## config.mk

```make
export PLATFORM = sky130hd
export DESIGN_NAME = serializer_nlane_gearbox
export DESIGN_NICKNAME = d
export VERILOG_FILES = /design/src/rtl/serializer_nlane_gearbox_pkg.sv /design/src/rtl/serializer_nlane_gearbox_lane_shift.sv /design/src/rtl/serializer_nlane_gearbox.sv
export SDC_FILE = /design/constraint.sdc
export NUM_CORES = 1
export LEC_CHECK = 0
export BUFFER_PORTS_ARGS = -buffer_cell sky130_fd_sc_hd__buf_2
export CAP_MARGIN = 20
export CORE_ASPECT_RATIO = 0.8
export CORE_UTILIZATION = 60
export CTS_CLUSTER_DIAMETER = 120
export DETAILED_ROUTE_END_ITERATION = 6
export HOLD_SLACK_MARGIN = 0.05
export PLACE_DENSITY = 0.83
export SLEW_MARGIN = 15
export SYNTH_ARGS = -nofsm -noshare
export SYNTH_HDL_FRONTEND = slang
export SYNTH_SLANG_ARGS = --single-unit
```

## constraint.sdc

```tcl
create_clock -name serial_clk -period 2.4 [get_ports serial_clk]
set_input_delay 0.24 -clock serial_clk [delete_from_list [all_inputs] [get_ports serial_clk]]
set_output_delay 0.24 -clock serial_clk [all_outputs]
set_load 0.03 [all_outputs]
```

## src/rtl/serializer_nlane_gearbox_pkg.sv

```systemverilog
// Shared constants and helpers for the multi-lane parallel-to-serial gearbox.
package serializer_pkg;

    localparam bit LSB_FIRST = 1'b0;
    localparam bit MSB_FIRST = 1'b1;

    // TMDS control-period words, used as idle fill on DVI/HDMI links
    localparam logic [9:0] TMDS_CTRL_00 = 10'h354;
    localparam logic [9:0] TMDS_CTRL_01 = 10'h0AB;
    localparam logic [9:0] TMDS_CTRL_10 = 10'h154;
    localparam logic [9:0] TMDS_CTRL_11 = 10'h2AB;

    localparam int unsigned REV_MAX = 64;

    // Reverses the low w bits of v; bits at and above w come back as zero.
    function automatic logic [REV_MAX-1:0] bit_reverse(input logic [REV_MAX-1:0] v,
                                                       input int unsigned w);
        logic [REV_MAX-1:0] r;
        r = '0;
        for (int unsigned i = 0; i < REV_MAX; i++) begin
            if (i < w) r[i] = v[w-1-i];
        end
        return r;
    endfunction

endpackage

```

## src/rtl/serializer_nlane_gearbox_lane_shift.sv

```systemverilog
// One lane of the gearbox: loads a word, then shifts BPC bits per enabled clock.
module serializer_lane_shift #(
    parameter int unsigned WIDTH = 10,
    parameter int unsigned BPC   = 2
) (
    input  logic             i_clk,
    input  logic             i_rst_n,
    input  logic             i_load,
    input  logic             i_shift,
    input  logic [WIDTH-1:0] i_word,
    output logic [BPC-1:0]   o_bits
);
    import serializer_pkg::*;

    logic [WIDTH-1:0] r_shift;

    always_ff @(posedge i_clk or negedge i_rst_n) begin
        if (!i_rst_n) begin
            r_shift <= '0;
        end else if (i_load) begin
            r_shift <= i_word;
        end else if (i_shift) begin
            r_shift <= r_shift >> BPC;
        end
    end

    assign o_bits = r_shift[BPC-1:0];

endmodule

```

## src/rtl/serializer_nlane_gearbox.sv

```systemverilog
// Multi-lane parallel-to-serial gearbox with a one-word hold register and a
// single word counter shared by all lanes, so lanes stay word-aligned.
module serializer_nlane_gearbox #(
    parameter int unsigned      LANES     = 3,
    parameter int unsigned      WIDTH     = 10,
    parameter int unsigned      BPC       = 2,
    parameter bit               MSB_FIRST = 1'b0,
    parameter logic [WIDTH-1:0] IDLE_WORD = 10'b1101010100
) (
    input  logic                   serial_clk,
    input  logic                   reset_n,
    input  logic                   enable,
    input  logic                   in_valid,
    output logic                   in_ready,
    input  logic [LANES*WIDTH-1:0] in_data,
    output logic [LANES*BPC-1:0]   ser_out,
    output logic                   word_start,
    output logic                   underflow,
    input  logic                   clr_underflow
);
    import serializer_pkg::*;

    localparam int unsigned      NBEAT = WIDTH / BPC;
    localparam int unsigned      CNT_W = $clog2(NBEAT);
    localparam logic [CNT_W-1:0] LAST  = CNT_W'(NBEAT - 1);

    logic [CNT_W-1:0]       r_cnt;
    logic [LANES*WIDTH-1:0] r_hold;
    logic                   r_hold_valid;
    logic                   r_primed;
    logic                   r_underflow;
    logic                   r_word_start;

    logic w_load;
    logic w_shift;
    logic w_hs;

    assign w_load   = enable & (r_cnt == LAST);
    assign w_shift  = enable & ~w_load;
    // A held word may be replaced in the very edge that moves it to the shifters.
    assign in_ready = ~r_hold_valid | w_load;
    assign w_hs     = in_valid & in_ready;

    always_ff @(posedge serial_clk or negedge reset_n) begin
        if (!reset_n) begin
            r_cnt        <= LAST;
            r_hold       <= '0;
            r_hold_valid <= 1'b0;
            r_primed     <= 1'b0;
            r_underflow  <= 1'b0;
            r_word_start <= 1'b0;
        end else begin
            r_word_start <= w_load;
            if (w_load) begin
                r_cnt <= '0;
            end else if (enable) begin
                r_cnt <= r_cnt + 1'b1;
            end
            if (w_hs) begin
                r_hold       <= in_data;
                r_hold_valid <= 1'b1;
            end else if (w_load) begin
                r_hold_valid <= 1'b0;
            end
            if (w_hs) r_primed <= 1'b1;
            // Setting takes priority over a simultaneous clear.
            if (w_load && !r_hold_valid && r_primed) begin
                r_underflow <= 1'b1;
            end else if (clr_underflow) begin
                r_underflow <= 1'b0;
            end
        end
    end

    assign word_start = r_word_start;
    assign underflow  = r_underflow;

    for (genvar k = 0; k < LANES; k++) begin : g_lane
        logic [WIDTH-1:0]   w_word;
        logic [REV_MAX-1:0] w_rev;
        logic [WIDTH-1:0]   w_load_word;
        logic               w_unused_rev;

        assign w_word       = r_hold_valid ? r_hold[k*WIDTH +: WIDTH] : IDLE_WORD;
        assign w_rev        = bit_reverse(REV_MAX'(w_word), WIDTH);
        assign w_unused_rev = ^w_rev;
        // The shifter always emits its LSB first, so MSB-first order is a reversed load.
        assign w_load_word  = (MSB_FIRST != LSB_FIRST) ? w_rev[WIDTH-1:0] : w_word;

        serializer_lane_shift #(
            .WIDTH(WIDTH),
            .BPC  (BPC)
        ) u_shift (
            .i_clk  (serial_clk),
            .i_rst_n(reset_n),
            .i_load (w_load),
            .i_shift(w_shift),
            .i_word (w_load_word),
            .o_bits (ser_out[k*BPC +: BPC])
        );
    end

endmodule

```

Yosys cells after proc, flatten, opt, wreduce, memory -nomap -nowiden. Index checks and enable logic that the tools add are counted.

Register bits: 67. Word-level logic and storage cells: 39. Output and inout port bits: 9.

Add/sub/neg operators: 1. Bitwise logic cells: 6. Multiplexer cells: 15. Reductions and logical operators: 7. Eq/ne operators: 1.

Operators by type and width (number): $mux 10 (9); $reduce_bool 2->1 (4); $mux 3 (2); $mux 1 (4); $add 3x1->3 const B (1); $and 1x1->1 (3); $eq 3x3->1 const B (1); $logic_and 1x1->1 (2); $not 1->1 (2); $logic_not 1->1 (1); $or 1x1->1 (1).

Longest topological paths before layout. Gate-level depths: netlist (run 1).

Depth in word-level cells: 6. Depth in mapped cells: 7. Depth with buffers taken out: 5.

Hierarchy. From an unflattened synthesis (run 1), not the netlist that was laid out.

Cells, all modules: 257. Area total of the unflattened synthesis: 3169.3 um^2.

Modules (own cells, without submodules): serializer_nlane_gearbox (instances 1, cells each 125, area an instance 1637.8 um^2, seq. area each 927.1 um^2); serializer_lane_shift (instances 3, cells each 44, area an instance 510.5 um^2, seq. area each 250.2 um^2).

Worst setup path after synthesis (run 1). Ideal clock, no wire load.

Kind: register to register. Start: register r_cnt[0]. End: register r_hold[10]. Period minus slack after synthesis: 1.585 ns. Data arrival time: 1.460 ns. Stages on the path, launching flop included: 7. Required time: 2.275 ns. Path slack: 0.815 ns. Path through: dfrtp_1 inv_1 ha_1 nand3_2 a21boi_4 buf_6 mux2_2.

Cells in the longest elaborated chain, start to end: 4.

Ends and longest elaborated chain: from (decl) (RTL line serializer_nlane_gearbox.sv:27) `logic [CNT_W-1:0] r_cnt;`; from (signal assigned) (RTL line serializer_nlane_gearbox.sv:57) `r_cnt <= r_cnt + 1'b1;`; $eq 3x3->1 (RTL line serializer_nlane_gearbox.sv:38) `assign w_load = enable & (r_cnt == LAST);`; $and 1x1->1 (RTL line serializer_nlane_gearbox.sv:38); $or 1x1->1 (RTL line serializer_nlane_gearbox.sv:41) `assign in_ready = ~r_hold_valid | w_load;`; $and 1x1->1 (RTL line serializer_nlane_gearbox.sv:42) `assign w_hs = in_valid & in_ready;`; to (signal assigned) (RTL line serializer_nlane_gearbox.sv:60) `r_hold <= in_data;`; to (decl) (RTL line serializer_nlane_gearbox.sv:28) `logic [LANES*WIDTH-1:0] r_hold;`.

Every way passes these cells. A chain may end at the register's enable or synchronous reset.

Worst setup path in the final report (run 1).
Start: register r_cnt[0]. End: register r_hold[4].

The elaborated chain is that of the path after synthesis.

==> results of run 1 <==
-- timing repair --
item,CTS,global route
endpoints found under the hold margin,26,0
hold buffers,1,0
setup endpoints to repair,0,0
gates resized for setup,0,0
-- path summary, 6_finish.rpt --
check / depth (start not counted) / to / startpoint
setup reg to reg: 6 / r_hold[4] / r_cnt[0]
max in group asynchronous: 3 / r_cnt[2] / reset_n
hold / removal: 2 / underflow / clr_underflow
hold reg to reg: 1 / r_primed / r_primed
min in group asynchronous: 2 / g_lane[1].u_shift.r_shift[1] / reset_n
setup / recovery: 6 / r_hold[4] / r_cnt[0]
-- sequential cells by signal, summed over array words and instances (netlist names) --
| name | cells |
|---|---|
| underflow | 1 |
| word_start | 1 |
| r_cnt | 3 |
| r_hold_valid | 1 |
| r_primed | 1 |
| g_lane.u_shift.r_shift | 30 |
| r_hold | 30 |
-- kinds of logic (layout without fill, tap and decap cells) --
kind of cell    after synthesis  after routing  synth area share, %
flops                        67             67                56.99
mux                          36             36                13.77
simple gates                 64             64                10.84
fa+ha+maj                     2              2               0.8498
compound gates               45             45                9.647
buf+inv                      47             87                7.905
-- stage by stage --
stage,area [µm²],cells,hold slack (ps)
after floorplan,2944,261,-55.59
after global placement,3149,345,294.2
after detailed placement,3149,345,288.4
after CTS,3353,361,80.99
after global routing,3353,361,78.23
final,3353,361,92.76
-- metal layers --
layer,routed length [µm],vias up,track usage [%]
met2,2561,54,36.65
met3,271,8,9.296
met5,0,-,0
li1,-,963,-
met1,2485,1009,31.81
met4,84,0,8.929
-- cell type report --
type / count / area share [%]
sequential: 67 / 50.04
multi-input combinational: 147 / 30.82
timing repair buffer: 52 / 8.881
clock buffer: 13 / 4.739
inverter: 20 / 2.239
tap: 60 / 2.239
clock inverter: 2 / 1.045
-- report_power, final --
part / total (mW) / internal, mW / switching (mW)
sequential: 1.84 / 1.58 / 0.261
combinational: 1.03 / 0.494 / 0.537
clock: 0.923 / 0.530 / 0.393
-- synthesized netlist by cell type, types with 2 or more instances --
cell type / n
sky130_fd_sc_hd__dfrtp_1: 66
sky130_fd_sc_hd__inv_1: 20
sky130_fd_sc_hd__buf_2: 6
sky130_fd_sc_hd__nand3_1: 16
sky130_fd_sc_hd__clkbuf_1: 10
sky130_fd_sc_hd__nor2_1: 15
sky130_fd_sc_hd__o21ai_0: 13
sky130_fd_sc_hd__mux2_2: 32
sky130_fd_sc_hd__ha_1: 2
sky130_fd_sc_hd__a31oi_1: 15
sky130_fd_sc_hd__nand4b_1: 9
sky130_fd_sc_hd__nand2_1: 20
sky130_fd_sc_hd__o211ai_1: 9
sky130_fd_sc_hd__a21oi_1: 6
sky130_fd_sc_hd__buf_6: 3
sky130_fd_sc_hd__mux2_1: 4
sky130_fd_sc_hd__buf_4: 7
==> impl_results.md, run 1 <==
- Critical setup path kind: reg2reg
- Category of the worst setup path capture point: register
- CP cell instances: inv_1 -> ha_1 -> nand3_2 -> a21boi_4 -> buf_4 -> mux2_2
- Std cell rows: 22
- Length of the first detailed-routing pass in iterations: 4
- Commonest non-fill, non-tap cells in the layout: sky130_fd_sc_hd__dfrtp_1, sky130_fd_sc_hd__buf_2, sky130_fd_sc_hd__mux2_2, sky130_fd_sc_hd__inv_1, sky130_fd_sc_hd__nand2_1
- Achievable clock frequency: 0.5203 GHz
- Core box area: 0.004652 mm²
- Top cells by area in the synthesized netlist: sky130_fd_sc_hd__dfrtp_1, sky130_fd_sc_hd__mux2_2, sky130_fd_sc_hd__a31oi_1
- Global-route wire length before repair: 9080 µm
- Number of nets in the layout: 334
- Cell type with the largest total area after synthesis: sky130_fd_sc_hd__dfrtp_1
- Post-detailed-route count of antenna-violating nets: 0
- Number of buffers created by CTS: 9
- Chip height: 64.66 µm
- Pre-CTS WS: 483.9 ps
- Nets in the synthesized netlist: 298
- Routed via count: 2034
- Clock insertion delay at the later pin of the skew report: 340 ps
- Root cell of the clock tree: sky130_fd_sc_hd__clkbuf_8
- Number of different library cells in the post-synthesis netlist: 25
- Count of pins on the block boundary: 44
- Area taken by flip-flops and latches: 0.001678 mm²
- Initial antenna violation count: 0
- Most frequent standard cell in the layout excluding fill and tap cells: sky130_fd_sc_hd__dfrtp_1
- Slew @ Worst Pin: 631.0 ps
- Peak ir drop on the vdd network: 0.0006006 V
- Arrival time of the worst setup path: 2150 ps
- Clock-pin slew of the registers on the worst-case setup and hold paths: 60 ps
- Avg Inst Size Synth: 11.28 µm²
- Final setup violation count: 0
- Count of fill cells added during filler insertion: 337
- Core occupancy in the finished layout: 72.08%
- DP Wirelength: 3521 µm
- Clock tree from TritonCTS: built
- Synthesized cell area: 0.002944 mm²
- Violation count after the first detailed-route iteration: 169
- Final Slew Violations: 0
- Endpoint required time on the critical path: 2630 ps
- Total Routed Length: 5402 µm
- Worst-path maximum fanout: 19
- Average routed wire per standard cell: 14.96 µm
- Largest stage delay on the critical path: 380 ps
- Period minus WS final: 1922 ps
- Post-detailed-route via-to-cell ratio: 5.634
- Final setup TNS: 0 ps
- Die boundary width: 80.32 µm
- Unrepaired setup endpoints after global routing: false
- Effective utilization at floorplan: 63.29%
- Weighted congestion reported at the end of routability-driven placement: 0.7418
- CP Buf/Inv Count: 2
- Number of synthesized flops with an enable pin: 0
- Cell with the largest stage delay on the worst path: sky130_fd_sc_hd__dfrtp_1
- Post-Synthesis Cells: 261
- Synth warnings: 0
- Overall fraction of global-route tracks in use: 24.21%
- Ratio of final minimum period to clock period: 80.08%
- Synthesis-stage register bit count: 67
- Fin worst setup slack: 478.1 ps
- Area taken by multi-input logic gates: 0.001033 mm²
- Share of post-route cells with drive strength above 1: 33.22%
- Outcome: completed
- Worst Skew: 6.690 ps
- H-Tree Depth: 3
- Power density cells: 1131 mW/mm²
- Slew Limit Headroom: 57.93%
- Floorplan die area: 0.005193 mm²
- Total design power: 3.794 mW
- Class of the tightest hold or removal check: in2reg
- Max Buffers Root-to-Sink: 2
- Crit start category: register
- Number of global-route vias before repair: 1944
- Area Growth Syn to Fin: 13.90%
- Postcts setup bufs: 0
- Portion of synthesized cell area occupied by the leading cell type: 56.10%
- Share of flip-flops with an asynchronous set or reset: 100.0%
- Port buffer count: 43
- Clock tree sinks: 67
- Kind of cell with the highest combined delay on the critical path: flip-flops
- Sequential-to-total area share from yosys stat: 56.99%
- Remaining global-route overflow: 0
- Antenna cell count: 0
- Maximum number of pins on one net before global-route repair: 61
- Max-capacitance violation count: 0
- Most used DFF post-synth: sky130_fd_sc_hd__dfrtp_1
- Final hold viol count: 0
- Slack of the worst reg-to-reg path: 480 ps
- Leakage: 1.550 nW
- Remaining routing DRC violations: 0
No activity file was read; power rests on OpenSTA's default activity.
==> run 2, diff against run 1 <==
--- a/config.mk
+++ b/config.mk
@@ -5,14 +5,15 @@
 export SDC_FILE = /design/constraint.sdc
 export NUM_CORES = 1
 export LEC_CHECK = 0
+export ABC_AREA = 1
 export BUFFER_PORTS_ARGS = -buffer_cell sky130_fd_sc_hd__buf_2
 export CAP_MARGIN = 20
 export CORE_ASPECT_RATIO = 0.8
-export CORE_UTILIZATION = 60
+export CORE_UTILIZATION = 51
 export CTS_CLUSTER_DIAMETER = 120
 export DETAILED_ROUTE_END_ITERATION = 6
 export HOLD_SLACK_MARGIN = 0.05
-export PLACE_DENSITY = 0.83
+export PLACE_DENSITY = 0.75
 export SLEW_MARGIN = 15
 export SYNTH_ARGS = -nofsm -noshare
 export SYNTH_HDL_FRONTEND = slang
==> constraint.sdc (replaced) <==
create_clock -name serial_clk -period 1.63 [get_ports serial_clk]
set_input_delay 0.163 -clock serial_clk [delete_from_list [all_inputs] [get_ports serial_clk]]
set_output_delay 0.163 -clock serial_clk [all_outputs]
set_load 0.03 [all_outputs]
==> run 2 against run 1 <==
Register-to-register slack got worse by 410 ps. Via count increased by 24%. Final area increased by 11%. Sequential cell count unchanged. Non-clock buffer count increased by 33. Worst setup slack got worse by 410 ps. First-iteration DRC count increased by 3.0%. Total power increased by 65%. Critical path type is now reg2out. Critical endpoint is now in_ready. Highest routed layer unchanged.
==> impl_results.md, run 2 <==
- Cell with the largest stage delay on the worst path: sky130_fd_sc_hd__dfrtp_1
- Most used standard cell by instance count after synthesis: sky130_fd_sc_hd__nand2_1
- Slew Limit Headroom: 70.43% (+12 points)
- Slew @ Worst Pin: 442.0 ps (-189.0 ps)
- Arrival time of the worst setup path: 1400 ps (-750 ps)
- Category of the worst setup path capture point: output port
- Most frequent standard cell in the layout excluding fill and tap cells: sky130_fd_sc_hd__nand2_1
- Antenna cell count: 0 (unchanged)
- Outcome: completed
- Floorplan die area: 0.006178 mm² (+19%)
- Crit start category: register
- Final setup violation count: 0 (unchanged)
- Clock tree from TritonCTS: built
- Initial antenna violation count: 0 (unchanged)
- Biggest regs: g_lane.u_shift.r_shift x30, r_hold x30, r_cnt x3
- Final hold viol count: 0 (unchanged)
- Ranking of synthesized cells by instance count: sky130_fd_sc_hd__nand2_1, sky130_fd_sc_hd__dfrtp_1, sky130_fd_sc_hd__nor2_1, sky130_fd_sc_hd__nand3_1
- Combinational family with the most area after synthesis: simple AND/OR/NAND/NOR gates
- Core box area: 0.005555 mm² (+19%)
- Worst Skew: 5.481 ps (-1.209 ps)
- Mux cell area share after synthesis: 0% (-14 points)
- Clock-pin slew of the registers on the worst-case setup and hold paths: 70 ps (about the same)
- Weighted congestion reported at the end of routability-driven placement: 0.7968 (+7.4%)
- Fin worst setup slack: 65.86 ps (-412.2 ps)
- Leakage: 1.889 nW (+22%)
- Violation count after the first detailed-route iteration: 174 (+3.0%)
- Top cells by area in the synthesized netlist: sky130_fd_sc_hd__dfrtp_1, sky130_fd_sc_hd__nand2_1, sky130_fd_sc_hd__nor2_1
- Number of different library cells in the post-synthesis netlist: 21 (-16%)
- Share of synthesized cell area in and, or, nand and nor gates: 29.11% (+18 points)
- CP cell instances: inv_1 -> ha_2 -> nand3_4 -> nand2_8 -> buf_6
- Endpoint required time on the critical path: 1470 ps (-1160 ps)
- H-Tree Depth: 3 (unchanged)
- Ratio of final minimum period to clock period: 95.96%
- Share of flip-flops with an asynchronous set or reset: 100.0% (unchanged)
- Synth warnings: 0 (unchanged)
- Area Growth Syn to Fin: 24.42%
- CP Buf/Inv Count: 2 (unchanged)
- Post-detailed-route via-to-cell ratio: 5.069 (-10%)
- Synthesized-area fraction occupied by adder cells: 0.8365% (-0.014 points)
- Number of nets in the layout: 450 (+35%)
- Total design power: 6.253 mW (+65%)
- Core occupancy in the finished layout: 67.00% (-5.1 points)
- Count of pins on the block boundary: 44 (unchanged)
- Root cell of the clock tree: sky130_fd_sc_hd__clkbuf_8
- DP Wirelength: 4297 µm (+22%)
- Synthesized cell area: 0.002992 mm² (+1.6%)
- Std cell rows: 24 (+9.1%)
- Worst-path maximum fanout: 6 (-13)
- Clock tree sinks: 67 (unchanged)
- Overall fraction of global-route tracks in use: 25.53% (+1.3 points)
- Most used DFF post-synth: sky130_fd_sc_hd__dfrtp_1
- Portion of synthesized cell area occupied by the leading cell type: 55.21% (-0.89 points)
- Max-capacitance violation count: 0 (unchanged)
- Critical setup path kind: reg2out
- Post-synthesis xor/xnor area fraction: 0% (unchanged)
- Synthesis-stage register bit count: 67 (unchanged)
- Largest stage delay on the critical path: 410 ps (+30 ps)
- Cell type with the largest total area after synthesis: sky130_fd_sc_hd__dfrtp_1
- Fraction of the mapped netlist area in compound gates: 6.608% (-3.0 points)
- Sequential-to-total area share from yosys stat: 56.09% (-0.91 points)
- Achievable clock frequency: 0.6393 GHz
- Max Buffers Root-to-Sink: 2 (unchanged)
- Remaining routing DRC violations: 0 (unchanged)
- Maximum number of pins on one net before global-route repair: 68 (+11%)
- Number of synthesized flops with an enable pin: 0 (unchanged)
- Chip height: 70.51 µm (+9.0%)
- Post-Synthesis Cells: 344 (+32%)
- Total Routed Length: 6910 µm (+28%)
- Peak ir drop on the vdd network: 0.001081 V (+80%)
- Period minus WS final: 1564 ps
- Nets in the synthesized netlist: 381 (+28%)
- Avg Inst Size Synth: 8.697 µm² (-23%)
- Final Slew Violations: 0 (unchanged)
- Routed via count: 2514 (+24%)
- Class of the tightest hold or removal check: in2reg
- Power density cells: 1680 mW/mm² (+48%)
- Length of the first detailed-routing pass in iterations: 5 (+1)
- Clock insertion delay at the later pin of the skew report: 360 ps (+20 ps)
- Average routed wire per standard cell: 13.93 µm (-6.9%)
- Kind of cell with the highest combined delay on the critical path: flip-flops
- Global-route wire length before repair: 11470 µm (+26%)
- Number of global-route vias before repair: 2393 (+23%)
- Number of buffers created by CTS: 9 (unchanged)
- Pre-CTS WS: 85.75 ps (-398.1 ps)
- Remaining global-route overflow: 0 (unchanged)
- Post-detailed-route count of antenna-violating nets: 0 (unchanged)
- Share of post-route cells with drive strength above 1: 21.77% (-11 points)
- Commonest non-fill, non-tap cells in the layout: sky130_fd_sc_hd__nand2_1, sky130_fd_sc_hd__dfrtp_1, sky130_fd_sc_hd__nor2_1, sky130_fd_sc_hd__buf_2, sky130_fd_sc_hd__nand3_1
- Unrepaired setup endpoints after global routing: true
- Die boundary width: 87.63 µm (+9.1%)
- Effective utilization at floorplan: 53.85% (-9.4 points)
- Port buffer count: 43 (unchanged)
[run 2: cell count changes after synthesis, moves of 11 or more]
| cell | delta |
|---|---|
| sky130_fd_sc_hd__nand2_1 | +78 |
| sky130_fd_sc_hd__nor2_1 | +37 |
| sky130_fd_sc_hd__mux2_2 | -32 |
| sky130_fd_sc_hd__nand3_1 | +18 |
| sky130_fd_sc_hd__a31oi_1 | -15 |
| sky130_fd_sc_hd__o21bai_1 | +13 |
| sky130_fd_sc_hd__inv_1 | -11 |
[run 2: layer usage]
| metal | vias to the layer above | part of all wire, % | track usage, % | wire length [µm] |
|---|---|---|---|---|
| met5 | - | 0 | 0 | 0 |
| met4 | 0 | 1.1 | 6.375 | 78 |
| met3 | 10 | 7.8 | 10.52 | 542 |
| met2 | 97 | 43 | 35.16 | 2971 |
| met1 | 1181 | 48 | 37.63 | 3318 |
| li1 | 1226 | - | - | - |
[run 2: per-stage QoR]
stage	setup TNS, ps	instance area [µm²]	hold WS (ps)	instances
2_1_floorplan	0	2992	-132.6	344
3_3_place_gp	0	3224	209.6	450
3_5_place_dp	0	3224	207.8	450
4_1_cts	0	3660	51.21	492
5_1_grt	-36.59	3722	54.59	496
6_report	0	3722	55.17	496
[run 2: worst register-to-register path, cell delays in order (launching register included)]
cell and delay, ps:
sky130_fd_sc_hd__dfrtp_1 410, sky130_fd_sc_hd__inv_1 70, sky130_fd_sc_hd__ha_2 200, sky130_fd_sc_hd__nand3_4 120
sky130_fd_sc_hd__buf_4 200, sky130_fd_sc_hd__buf_4 160, sky130_fd_sc_hd__a21oi_1 210, sky130_fd_sc_hd__nor2_1 80
[run 2: cells by family after synthesis]
logic type                 Yosys count
AOI/OAI and AO/OA                   33
DFF                                 67
and+or+nand+nor                    205
buffers and inverters               37
adders and majority gates            2
[run 2: area by class of cell]
class / instances / area (µm²)
timing repair buffer: 85 / 624.3
clock inverter: 6 / 32.53
tap: 78 / 97.59
inverter: 10 / 40.04
fill: 447 / 1833
sequential: 67 / 1678
clock buffer: 10 / 127.6
multi-input combinational: 240 / 1122
[run 2: path summary, 6_finish.rpt]
kind / from / to / slack [ps] / cells after the start
min: in_data[25] / r_hold[25] / 60 / 3
min reg2reg: r_hold[28] / r_hold[28] / 480 / 2
max in group asynchronous: reset_n / r_cnt[2] / 960 / 3
max: r_cnt[0] / in_ready / 70 / 5
min in group asynchronous: reset_n / g_lane[1].u_shift.r_shift[1] / 340 / 3
max reg2reg: r_cnt[0] / g_lane[2].u_shift.r_shift[3] / 70 / 7
[run 2: timing repair]
action / in CTS / in global routing
pin swaps: 2 / 1
resized for setup: 4 / 6
cloned: 0 / 0
endpoints found under the setup margin: 1 / 9
buffers inserted: 1 / 4
hold endpoints to repair: 90 / 0
hold buffers: 25 / 0
[run 2: power by group]
| part | switching, mW | internal (mW) |
|---|---|---|
| Clock | 0.630 | 0.537 |
| Combinational | 1.34 | 0.896 |
| Sequential | 0.448 | 2.40 |
| Total | 2.42 | 3.84 |
==> run 3, diff against run 2 <==
--- a/config.mk
+++ b/config.mk
@@ -9,11 +9,11 @@
 export BUFFER_PORTS_ARGS = -buffer_cell sky130_fd_sc_hd__buf_2
 export CAP_MARGIN = 20
 export CORE_ASPECT_RATIO = 0.8
-export CORE_UTILIZATION = 51
+export CORE_UTILIZATION = 50
 export CTS_CLUSTER_DIAMETER = 120
 export DETAILED_ROUTE_END_ITERATION = 6
 export HOLD_SLACK_MARGIN = 0.05
-export PLACE_DENSITY = 0.75
+export PLACE_DENSITY = 0.74
 export SLEW_MARGIN = 15
 export SYNTH_ARGS = -nofsm -noshare
 export SYNTH_HDL_FRONTEND = slang
==> run 3 against run 2 <==
Combinational power decreased by 8%. First-iteration DRC count fell by 18%. Sequential power barely moved. Clock skew grew 1.9 ps. Clock-buffer cell count grew 4. Worst setup slack worse by 9.6 ps. Global-route usage down 1.3 points. Highest routed layer unchanged. Critical path depth unchanged.
==> impl_results.md, run 3 (synthesis gave the netlist of run 2 again) <==
- Crit start category: register
- Power density cells: 1701 mW/mm² (+1.3%)
- Max-capacitance violation count: 0 (unchanged)
- Kind of cell with the highest combined delay on the critical path: flip-flops
- Area taken by multi-input logic gates: 0.001120 mm² (-0.22%)
- Remaining global-route overflow: 0 (unchanged)
- Slew @ Worst Pin: 468.1 ps (+26.12 ps)
- Max Buffers Root-to-Sink: 2 (unchanged)
- Routed via count: 2393 (-4.8%)
- Arrival time of the worst setup path: 1410 ps (about the same)
- Endpoint required time on the critical path: 1470 ps (about the same)
- Violation count after the first detailed-route iteration: 142 (-18%)
- Clock tree from TritonCTS: built
- Cell with the largest stage delay on the worst path: sky130_fd_sc_hd__dfrtp_1
- Area taken by flip-flops and latches: 0.001678 mm² (unchanged)
- Count of pins on the block boundary: 44 (unchanged)
- Final hold viol count: 0 (unchanged)
- Antenna cell count: 0 (unchanged)
- Post-detailed-route via-to-cell ratio: 4.965 (-2.0%)
- Period minus WS final: 1574 ps (+9.560 ps)
- Class of the tightest hold or removal check: in2reg
- Peak ir drop on the vdd network: 0.0007851 V (-27%)
- Average routed wire per standard cell: 13.45 µm (-3.5%)
- Clock tree sinks: 67 (unchanged)
- Initial antenna violation count: 0 (unchanged)
- Area Growth Syn to Fin: 20.66%
- CP cell instances: inv_1 -> ha_4 -> nand3_4 -> nand2_8 -> buf_6
- Outcome: completed
- Chip height: 71.19 µm (+0.96%)
- Final Slew Violations: 0 (unchanged)
- Unrepaired setup endpoints after global routing: true
- Number of global-route vias before repair: 2290 (-4.3%)
- Maximum number of pins on one net before global-route repair: 68 (unchanged)
- Final setup violation count: 0 (unchanged)
- Floorplan die area: 0.006298 mm² (+1.9%)
- Number of buffers created by CTS: 9 (unchanged)
- Clock-pin slew of the registers on the worst-case setup and hold paths: 60 ps (about the same)
- Core occupancy in the finished layout: 64.28% (-2.7 points)
- Global-route wire length before repair: 11220 µm (-2.2%)
- Core box area: 0.005615 mm² (+1.1%)
- Achievable clock frequency: 0.6354 GHz (-0.61%)
- Effective utilization at floorplan: 53.28% (-0.58 points)
- Worst Skew: 7.430 ps (+1.948 ps)
- Weighted congestion reported at the end of routability-driven placement: 0.8322 (+4.4%)
- Post-detailed-route count of antenna-violating nets: 0 (unchanged)
- DP Wirelength: 4171 µm (-2.9%)
- CP Buf/Inv Count: 2 (unchanged)
- Port buffer count: 43 (unchanged)
- Slack of the worst reg-to-reg path: 70 ps (about the same)
- Critical setup path kind: reg2out
- Share of post-route cells with drive strength above 1: 19.55% (-2.2 points)
- Clock insertion delay at the later pin of the skew report: 350 ps (about the same)
- Number of nets in the layout: 436 (-3.1%)
- Length of the first detailed-routing pass in iterations: 6 (+1)
- Overall fraction of global-route tracks in use: 24.25% (-1.3 points)
- Category of the worst setup path capture point: output port
- Std cell rows: 24 (unchanged)
- Commonest non-fill, non-tap cells in the layout: sky130_fd_sc_hd__nand2_1, sky130_fd_sc_hd__dfrtp_1, sky130_fd_sc_hd__nor2_1, sky130_fd_sc_hd__buf_2, sky130_fd_sc_hd__nand3_1
- Slew Limit Headroom: 68.68% (-1.7 points)
- Final setup TNS: 0 ps (unchanged)
- Biggest regs: g_lane.u_shift.r_shift x30, r_hold x30, r_cnt x3
- Total Routed Length: 6483 µm (-6.2%)
- Root cell of the clock tree: sky130_fd_sc_hd__clkbuf_8
- Leakage: 1.833 nW (-3.0%)
- Count of fill cells added during filler insertion: 472 (+5.6%)
- Most frequent standard cell in the layout excluding fill and tap cells: sky130_fd_sc_hd__nand2_1
- H-Tree Depth: 3 (unchanged)
- Die boundary width: 88.48 µm (+0.97%)
- Ratio of final minimum period to clock period: 96.55% (+0.59 points)
- Largest stage delay on the critical path: 410 ps (about the same)
- Remaining routing DRC violations: 0 (unchanged)
- Worst-path maximum fanout: 13 (+7)
## run 3: changes by cell type in the layout (fill, tap and decap cells not counted), sizes merged
| cell | delta |
|---|---|
| buf | -7 |
| clkbuf | +4 |
| clkinv | -3 |
| clkinvlp | -1 |
| dlygate4sd3 | -7 |
## run 3: worst paths after layout
path / endpoint / start / cells past startpoint
setup / recovery: in_ready / r_cnt[0] / 5
hold / removal: r_hold[18] / in_data[18] / 3
setup reg to reg: g_lane[0].u_shift.r_shift[4] / r_cnt[0] / 7
hold reg to reg: r_hold[4] / r_hold[4] / 2
max in group asynchronous: r_cnt[2] / reset_n / 3
min in group asynchronous: word_start / reset_n / 3
## run 3: layer usage
layer | up-vias | share of wire (%) | routed length, µm | track usage (%)
li1 | 1197 | - | - | -
met5 | - | 0 | 0 | 0
met1 | 1122 | 48 | 3141 | 37.68
met3 | 6 | 6.7 | 435 | 7.468
met2 | 68 | 44 | 2835 | 32.31
met4 | 0 | 1.1 | 70 | 7.706
## run 3: tightest hold or removal path: cells and delay by family
family | cells | cell delay (ps)
buffers and inverters | 1 | 70
AND/OR/NAND/NOR | 2 | 130
## run 3: repair_timing
item,4_1_cts,5_1_grt
setup endpoints to repair,1,6
buffers inserted,1,0
pin swaps,1,0
hold buffers,18,0
gates cloned,0,0
hold endpoints to repair,83,0
resized for setup,4,4
## run 3: power by group
part | total (mW) | switching, mW | leakage (nW) | internal, mW
clock network | 1.22 | 0.584 | 0.0905 | 0.632
logic | 2.06 | 1.26 | 0.935 | 0.800
registers | 2.87 | 0.463 | 0.808 | 2.40
total | 6.14 | 2.31 | 1.83 | 3.84
## run 3: area by class of cell
type / instances / area share (%)
clock inverter: 2 / 0.2773
timing repair buffer: 71 / 13.90
clock buffer: 14 / 4.506
tap: 78 / 2.704
multi-input combinational: 240 / 31.02
sequential: 67 / 46.48
inverter: 10 / 1.109
## run 3: metrics by stage
stage	cells	cell area [µm²]	setup WS [ps]	hold WS, ps	power (mW)
floorplan	344	2992	382.0	-132.6	4.369
global placement	447	3214	135.3	210.4	4.729
detailed placement	447	3214	70.29	205.6	4.819
CTS	482	3592	11.09	50.33	6.142
global route	482	3610	-1.109	61.06	6.625
finish	482	3610	56.30	52.93	6.142
